==> src/rtl/relu_pkg.sv <==
// Shared types and lane function for the ReLU activation layer.
// relu_f clamps to [0, cap]; plain ReLU is the special case cap = max positive code.
package relu_pkg;

   localparam int DEF_WIDTH   = 10;
   localparam int DEF_NFRAC   = 5;
   localparam int DEF_SIZE    = 32;
   localparam int DEF_CAP_INT = 6;

   typedef logic signed [DEF_WIDTH-1:0] act_t;

   // Sign decided from the MSB alone; zero passes through unchanged.
   function automatic act_t relu_f(act_t x, act_t cap);
      act_t r;
      if (x[DEF_WIDTH-1]) begin
         r = '0;
      end else if (x > cap) begin
         r = cap;
      end else begin
         r = x;
      end
      return r;
   endfunction

endpackage

==> src/rtl/relu_lane.sv <==
// One ReLU lane: combinational relu_f into a sync-reset register, 1-cycle latency.
// RELU_CAP_EN selects clipped ReLU-N with cap CAP_INT << NFRAC; no handshake.
module relu_lane
   import relu_pkg::*;
#(
   parameter int WIDTH   = DEF_WIDTH,
   parameter int NFRAC   = DEF_NFRAC,
   parameter int CAP_INT = DEF_CAP_INT
) (
   input  logic                    clk,
   input  logic                    rst,
   input  logic signed [WIDTH-1:0] x_i,
   output logic signed [WIDTH-1:0] y_o
);

   localparam int MAX_POS = (1 << (WIDTH - 1)) - 1;
   localparam int CAP_REQ = CAP_INT << NFRAC;
`ifdef RELU_CAP_EN
   localparam bit CAP_ON = 1'b1;
`else
   localparam bit CAP_ON = 1'b0;
`endif
   // Uncapped mode reuses the clamp with the max positive code, which is an identity.
   localparam int CAP_EFF = (CAP_ON && (CAP_REQ < MAX_POS)) ? CAP_REQ : MAX_POS;

   if (WIDTH != DEF_WIDTH) begin : g_width_chk
      $error("relu_lane: WIDTH must match relu_pkg::DEF_WIDTH");
   end
   if (CAP_ON && (CAP_REQ > MAX_POS)) begin : g_cap_chk
      $warning("relu_lane: cap exceeds max positive code, clipping to max");
   end

   act_t y_d;
   act_t y_q;

   assign y_d = relu_f(act_t'(x_i), act_t'(CAP_EFF));

   always_ff @(posedge clk) begin
      if (rst) begin
         y_q <= '0;
      end else begin
         y_q <= y_d;
      end
   end

   assign y_o = y_q;

endmodule

==> src/rtl/relu_activation_layer.sv <==
// Element-wise ReLU over SIZE independent lanes, one registered stage, always-valid stream.
// Optional clipped mode via RELU_CAP_EN; ports, latency and reset are unaffected by it.
module relu_activation_layer
   import relu_pkg::*;
#(
   parameter int WIDTH   = DEF_WIDTH,
   parameter int NFRAC   = DEF_NFRAC,
   parameter int SIZE    = DEF_SIZE,
   parameter int CAP_INT = DEF_CAP_INT
) (
   input  logic                    clk,
   input  logic                    rst,
   input  logic signed [WIDTH-1:0] input_data  [SIZE],
   output logic signed [WIDTH-1:0] output_data [SIZE]
);

   for (genvar g = 0; g < SIZE; g++) begin : g_lane
      relu_lane #(
         .WIDTH   (WIDTH),
         .NFRAC   (NFRAC),
         .CAP_INT (CAP_INT)
      ) u_lane (
         .clk (clk),
         .rst (rst),
         .x_i (input_data[g]),
         .y_o (output_data[g])
      );
   end

endmodule

==> config.mk <==
export PLATFORM = sky130hd
export DESIGN_NAME = relu_activation_layer
export DESIGN_NICKNAME = d
export VERILOG_FILES = /design/src/rtl/relu_pkg.sv /design/src/rtl/relu_lane.sv /design/src/rtl/relu_activation_layer.sv
export SDC_FILE = /design/constraint.sdc
export NUM_CORES = 1
export LEC_CHECK = 0
export BUFFER_PORTS_ARGS = -buffer_cell sky130_fd_sc_hd__clkbuf_2
export CAP_MARGIN = 5
export CORE_AREA = 2 2 252 254
export DETAILED_ROUTE_END_ITERATION = 8
export DIE_AREA = 0 0 254 256
export PLACE_DENSITY_LB_ADDON = 0.05
export SYNTH_ARGS = -nofsm -noshare
export SYNTH_HDL_FRONTEND = slang
export SYNTH_SLANG_ARGS = --single-unit
==> constraint.sdc <==
create_clock -name clk -period 1.4 [get_ports clk]
set_input_delay 0.28 -clock clk [delete_from_list [all_inputs] [get_ports clk]]
set_output_delay 0.28 -clock clk [all_outputs]
set_load 0.02 [all_outputs]
* Word-level counts from Yosys, hierarchy flattened *
Index checks and enable logic that the tools add are counted.

storage, ports and cells
  register bits after elaboration = 320
  input port bits = 322
  output and inout port bits = 320
  word-level logic and storage cells = 128

cells by class
  $lt $le $gt $ge = 32
  mux-type cells = 32
  reduce and logical (&&, ||, !) cells = 32

operators with widths
  operator                                     count
  10-bit > comparator (second input constant)  32
  9-bit two-way mux                            32
  2-bit OR reduction                           32

* Logic depth before layout (Yosys ltp) *
Gate-level depths: netlist (run 1).

  word-level depth = 2
  gate-level depth with buffers = 4
  depth with buffers taken out = 1

* By module *
Synthesis (run 1) repeated with hierarchy kept, for this count alone.

unflattened totals
  cells, all modules = 704
  area, all modules = 10450.0 sq um

modules (own cells, without submodules)
  module     instances  cells an instance  area each (sq um)  sequential area each (sq um)
  relu_lane  32         22                 326.6              180.2

* Least setup slack after synthesis (run 1) *
No wires, ideal clock.

  path type = in2reg
  start = input port rst
  end = register g_lane[0].u_lane.y_q[0]
  library setup time = 80 ps
  arrival time = 805 ps
  data required time = 1320 ps
  slack = 516 ps
  stages on the path = 4
  buffers on the path = 3
  path through = buf_6 > buf_6 > buf_6 > nor3b_1

on the way
  cells in the longest elaborated chain, start to end = 1

ends and longest elaborated chain
  what                                 line                         text
  from (decl)                          relu_activation_layer.sv:12  input logic rst,
  2-bit OR reduction (no source line)  -
  to (signal assigned)                 relu_lane.sv:42              y_q <= y_d;
  to (decl)                            relu_lane.sv:34              act_t y_q;

Every way passes these cells.
A chain may end at the register's enable or synchronous reset.

* Final worst setup path (run 1) *
  start = register g_lane[22].u_lane.y_q[1]
  end = output port output_data[91] in the netlist's numbering

RTL lines
  what                    line                         text
  from (decl)             relu_lane.sv:34
  from (signal assigned)  relu_lane.sv:42
  to (decl)               relu_activation_layer.sv:14  output logic signed [WIDTH-1:0] output_data [SIZE]

No word-level cell between the ends.

==> reports/results.ini, run 1 <==
[floorplanning]
die-area_um2=65000
fp.dieH_um=256
io_pins=642
core_area_um2=62400
start_util_pct=13.8
rows=92
fp.dieW_um=254

[placement]
numPortBuffers=609
gp_congestion=0.715
pre_cts_slack_ns=0.249
postPlaceCellArea_um2=12400
hpwl_mm=29.3

[critical_path]
startpoint_type=register
critPathMaxFanout=1
worstPathBufferInverterCount=1
crit_family=flip-flops
crit_chain=clkbuf_4
arrival_ns=1.06
crit_path_end_kind=output pin
path_class=register to output pin
cp.required_ns=1.12
critical-path-slowest-cell=dfxtp_1
critPathMaxStageDelay_ns=0.34

[synth]
synthAdderAreaFrac_pct=0
synthSimpleGateAreaFrac_pct=25.2
syn_inst=673
synthArstFlopShare_pct=0
synth_top_area_share_pct=66.9
yosysSeqAreaShare_pct=66.9
synth_ff_type=dfxtp_1
ys_types=9
synth.avg_cell_area_um2=12.8
synthXorXnorAreaFrac_pct=0
ys_ff_latch=288
synthesis.area_um2=8620
synthTopCellsByArea=dfxtp_1 67%, nor3b_1 25%, buf_6 3.4%, buf_4 2.8%, buf_1 1.3%
synth_top_family_by_area=simple AND/OR/NAND/NOR gates
synth_edf_count=0
synthTopCellsByCount=288 x dfxtp_1, 287 x nor3b_1, 32 x buf_4
synth_mux_area_share_pct=0
synth_most_common_cell=dfxtp_1
synth-warning-count=0
synth_compound_area_share_pct=0
yosys.area.top_type=dfxtp_1

[power_and_ir_drop]
ir_drop_v=0.000601
internal-power_w=0.0158
p_leak_nw=7.40
pwr-share-comb_pct=12.6
p_per_area_nw_per_um2=1270
p_sw_w=0.00514
clockPowerShare_pct=46.1
power_w=0.0209
netSwitchingFraction_pct=24.6
p_seq_share_pct=41.2

[routing]
detail_route.wl_per_cell_um=15.7
vias=8224
drc=0
antenna_left=0
first_pass_iters=4
routed_via_density=3.38
drt-total-wl_mm=38.3
first_iter_violations=192

[final_layout]
largest_register_ffs=288
fin_area_um2=16500
area_growth_pct=91.7
nets=1882
seq_area_um2=5770
multi_input_area_um2=2290
num-fill-cells=6856
drive_gt1_share_pct=43.3

[job]
drv_cap=0

[global_route]
grt_pass1_wl_mm=55.6
grt_remaining_overflow=0
antenna_found_initial=3
grt_max_degree=39
grt_use_total_pct=11.4
grt_pass1_vias=8964

[sta]
layout_setup_ws_ns=0.0591
period_minus_slack_ns=1.34
rsz0062_at_grt=false
max_freq_mhz=746
setup_viol=0
setup_tns_ns=0
slew_violations=0
min_period_over_period_pct=95.8
hold_viol_final=0
hold_ws_ns=0.0426

[clock_network]
clk_pin_slew_ns=0.05
tritoncts=built
cts.path.max_buffers=3
cts-buffers-inserted=39
cts_setup_buffers=0
h-tree-depth=2
root_buffer=clkbuf_16
cts_num_sinks=288

[run_status]
outcome=completed

[min_path]
holdCritPathClass=input port to register

==> timing repair <==
action	CTS	global route
cloned	0	0
endpoints found under the hold margin	286	0
hold buffers	286	0
resized for setup	15	4
setup endpoints to repair	9	4
==> worst paths after layout <==
| kind | depth (start not counted) | start | slack (ns) | endpoint |
|---|---|---|---|---|
| hold / removal | 2 | input_data[118] | 0.04 | g_lane[20].u_lane.y_o[8] |
| setup / recovery | 1 | g_lane[22].u_lane.y_o[1] | 0.06 | output_data[91] |
==> cell usage in the layout, fill, tap and decap left out, drive strengths merged <==
cell | Yosys | final
buf | 91 | 21
bufinv | 0 | 1
clkbuf | 5 | 661
clkinv | 0 | 5
clkinvlp | 0 | 2
conb | 1 | 32
dfxtp | 288 | 288
diode | 0 | 2
dlygate4sd3 | 0 | 286
nor3b | 288 | 288
==> cell families (layout without fill, tap and decap cells) <==
| group | Yosys count | after routing |
|---|---|---|
| buf+inv | 96 | 976 |
| simple gates | 288 | 288 |
| flops | 288 | 288 |
| other cells | 1 | 34 |
==> through the flow <==
stage / std cells / util (%)
3_3_place_gp: 2079 / 19.8
2_1_floorplan: 704 / -
6_report: 2432 / 26.5
5_1_grt: 2432 / 26.5
3_5_place_dp: 2079 / 19.8
4_1_cts: 2430 / 26.5
==> metal layers <==
metal	track usage, %	up-vias	wire length (µm)
li1	-	3990	-
met1	11.9	3819	14200
met2	20.5	361	19400
met3	4.91	54	3880
met4	3.35	0	872
met5	0	-	0
==> power by group through the flow <==
stage                     clock network (W)  registers [W]  logic, W
after floorplan                           0        0.00922  0.000685
after global placement                    0        0.00880   0.00202
after detailed placement                  0        0.00880   0.00199
after CTS                            0.0102        0.00862   0.00270
after global routing                 0.0104        0.00865   0.00285
final                               0.00965        0.00862   0.00264
==> final cells by class <==
type | count | share of cell area, %
antenna | 2 | 0.0303
sequential | 288 | 34.9
clock inverter | 8 | 0.424
multi-input combinational | 320 | 13.9
timing repair buffer | 911 | 37.3
clock buffer | 57 | 7.06
tap | 846 | 6.41
Note: power is estimated with default switching activity, not from simulation.
==> run 2: changes to the inputs <==
==> constraint.sdc (replaced) <==
create_clock -name clk -period 1.2 [get_ports clk]
set_input_delay 0.24 -clock clk [delete_from_list [all_inputs] [get_ports clk]]
set_output_delay 0.24 -clock clk [all_outputs]
set_load 0.02 [all_outputs]
==> reports/results.ini, run 2 <==
[run_status]
outcome=did not finish
lastStage=clock tree synthesis
error_line=[ERROR RSZ-0060] Max buffer count reached.

[clock_network]
post_cts_resized=841
cts_setup_buffers=0
cts_num_sinks=288
cts-buffers-inserted=39
cts_hold_buf=431
cts.path.max_buffers=3
root_buffer=clkbuf_16
h-tree-depth=2

[synth]
yosys.area.top_type=dfxtp_1
synth_edf_count=0
synth_ff_type=dfxtp_1
syn_inst=673
synth_most_common_cell=dfxtp_1
synth.avg_cell_area_um2=12.8
synth-warning-count=0
synthTopCellsByCount=288 x dfxtp_1, 287 x nor3b_1, 32 x buf_4
synthTopCellsByArea=dfxtp_1 67%, nor3b_1 25%, buf_6 3.4%, buf_4 2.8%, buf_1 1.3%
synth_top_area_share_pct=66.9
yosysSeqAreaShare_pct=66.9
ys_ff_latch=288
ys_types=9
synthesis.area_um2=8620
synthArstFlopShare_pct=0

[placement]
hpwl_mm=29.1
gp_congestion=0.725
numPortBuffers=609
placed_cells=2074

[floorplanning]
start_util_pct=13.8
io_pins=642
fp.dieW_um=254
fp.dieH_um=256
rows=92

-- run 2: cell families after synthesis --
group         count (synthesis)  share of synthesized area [%]
flops                       288                           66.9
simple gates                288                           25.2
buf+inv                      96                           7.89
other cells                   1                         0.0435
-- run 2: through the flow --
step | instance area [µm²] | hold slack, ns | setup slack, ns
floorplan | 8730 | 0.397 | 0.356
global placement | 12300 | 0.487 | 0.0883
detailed placement | 12300 | 0.490 | 0.0730
==> run 3: changes to the inputs <==
--- a/config.mk
+++ b/config.mk
@@ -10,7 +10,7 @@
 export CORE_AREA = 2 2 252 254
 export DETAILED_ROUTE_END_ITERATION = 8
 export DIE_AREA = 0 0 254 256
-export PLACE_DENSITY_LB_ADDON = 0.05
+export PLACE_DENSITY_LB_ADDON = 0.15
 export SYNTH_ARGS = -nofsm -noshare
 export SYNTH_HDL_FRONTEND = slang
 export SYNTH_SLANG_ARGS = --single-unit
==> constraint.sdc (replaced) <==
create_clock -name clk -period 1.55 [get_ports clk]
set_input_delay 0.31 -clock clk [delete_from_list [all_inputs] [get_ports clk]]
set_output_delay 0.31 -clock clk [all_outputs]
set_load 0.02 [all_outputs]
==> reports/results.ini, run 3 (synthesized netlist as in run 1, its figures left out) <==
[run_status]
outcome=completed

[routing]
antenna_left=0
drc=0
routed_via_density=3.38
vias=8152
detail_route.wl_per_cell_um=14.3
first_pass_iters=4
drt-total-wl_mm=34.5
first_iter_violations=220

[final_layout]
area_growth_pct=87.3
num-fill-cells=6794
largest_register_ffs=288
final_cell_mix=608 x clkbuf_2, 287 x nor3b_1, 287 x dfxtp_1, 267 x dlygate4sd3_1, 36 x clkbuf_16
drive_gt1_share_pct=43.4
final_common_cell=clkbuf_2
nets=1860
stdcell_count=2410

[power_and_ir_drop]
p_seq_share_pct=43.4
p_sw_w=0.00447
netSwitchingFraction_pct=24.9
ir_drop_v=0.000782
pwr-share-comb_pct=12.8
power_w=0.0180
p_leak_nw=7.24
p_per_area_nw_per_um2=1110
internal-power_w=0.0135
clockPowerShare_pct=43.8

[job]
drv_cap=0

[placement]
placed_cells=2080
hpwl_mm=25.9
numPortBuffers=609
pre_cts_slack_ns=0.324
gp_congestion=0.735

[critical_path]
critPathMaxFanout=1
startpoint_type=register
crit_chain=clkbuf_2
crit_cells=1
crit_family=flip-flops
critPathMaxStageDelay_ns=0.39
path_class=register to output pin
arrival_ns=1.12
worstPathBufferInverterCount=1
critical-path-slowest-cell=dfxtp_1
cp.required_ns=1.24
crit_path_end_kind=output pin

[global_route]
grt_max_degree=77
grt_pass1_vias=8768
antenna_found_initial=0
grt_pass1_wl_mm=50.2
grt_remaining_overflow=0
grt_use_total_pct=10.1

[floorplanning]
core_area_um2=62400
io_pins=642
fp.dieH_um=256
die-area_um2=65000
rows=92
fp.dieW_um=254
start_util_pct=13.8

[sta]
period_minus_slack_ns=1.43
hold_ws_ns=0.0478
max_freq_mhz=698
setup_viol=0
hold_viol_final=0
setup_tns_ns=0
layout_setup_ws_ns=0.118
rsz0062_at_grt=false
slew_violations=0
min_period_over_period_pct=92.4

[clock_network]
cts-buffers-inserted=35
cts_num_sinks=288
tritoncts=built
cts.path.max_buffers=3
root_buffer=clkbuf_16
clk_pin_slew_ns=0.06
cts_setup_buffers=0
h-tree-depth=2

[min_path]
holdCritPathClass=input port to register
hold_depth=2

## run 3: cell type report
cell class	instances	area [µm²]	share of cell area, %
Tap cell	846	1060	6.56
Timing Repair Buffer	893	5920	36.7
Clock inverter	8	61.3	0.380
Multi-Input combinational cell	320	2290	14.2
Sequential cell	288	5770	35.7
Clock buffer	54	1040	6.44
Antenna cell	1	2.50	0.0155
## run 3: final timing paths
kind / start / to / slack [ns]
worst max-delay path: g_lane[8].u_lane.y_o[3] / output_data[233] / 0.12
worst min-delay path: input_data[263] / g_lane[5].u_lane.y_o[3] / 0.05
## run 3: per-layer routing
metal | part of all wire (%) | GRT usage [%]
met1 | 35 | 9.62
met5 | 0 | 0
met3 | 8.8 | 3.47
met4 | 2.9 | 3.92
met2 | 53 | 19.5
## run 3: metrics by stage
stage	util (%)	area, µm²
2_1_floorplan	-	8730
3_3_place_gp	19.8	12400
3_5_place_dp	19.8	12400
4_1_cts	25.9	16100
5_1_grt	25.9	16100
6_report	25.9	16100
## run 3: power groups by stage
stage                     Combinational (W)  Clock [W]  Sequential (W)
after floorplan                    0.000619          0         0.00833
after CTS                           0.00234    0.00826         0.00779
after global placement              0.00178          0         0.00795
after detailed placement            0.00177          0         0.00795
after global routing                0.00248    0.00851         0.00781
final                               0.00230    0.00787         0.00779
## run 3: what timing repair did
item,CTS,global route
setup endpoints to repair,1,0
gates resized for setup,1,0
hold buffers,267,0
endpoints found under the hold margin,267,0
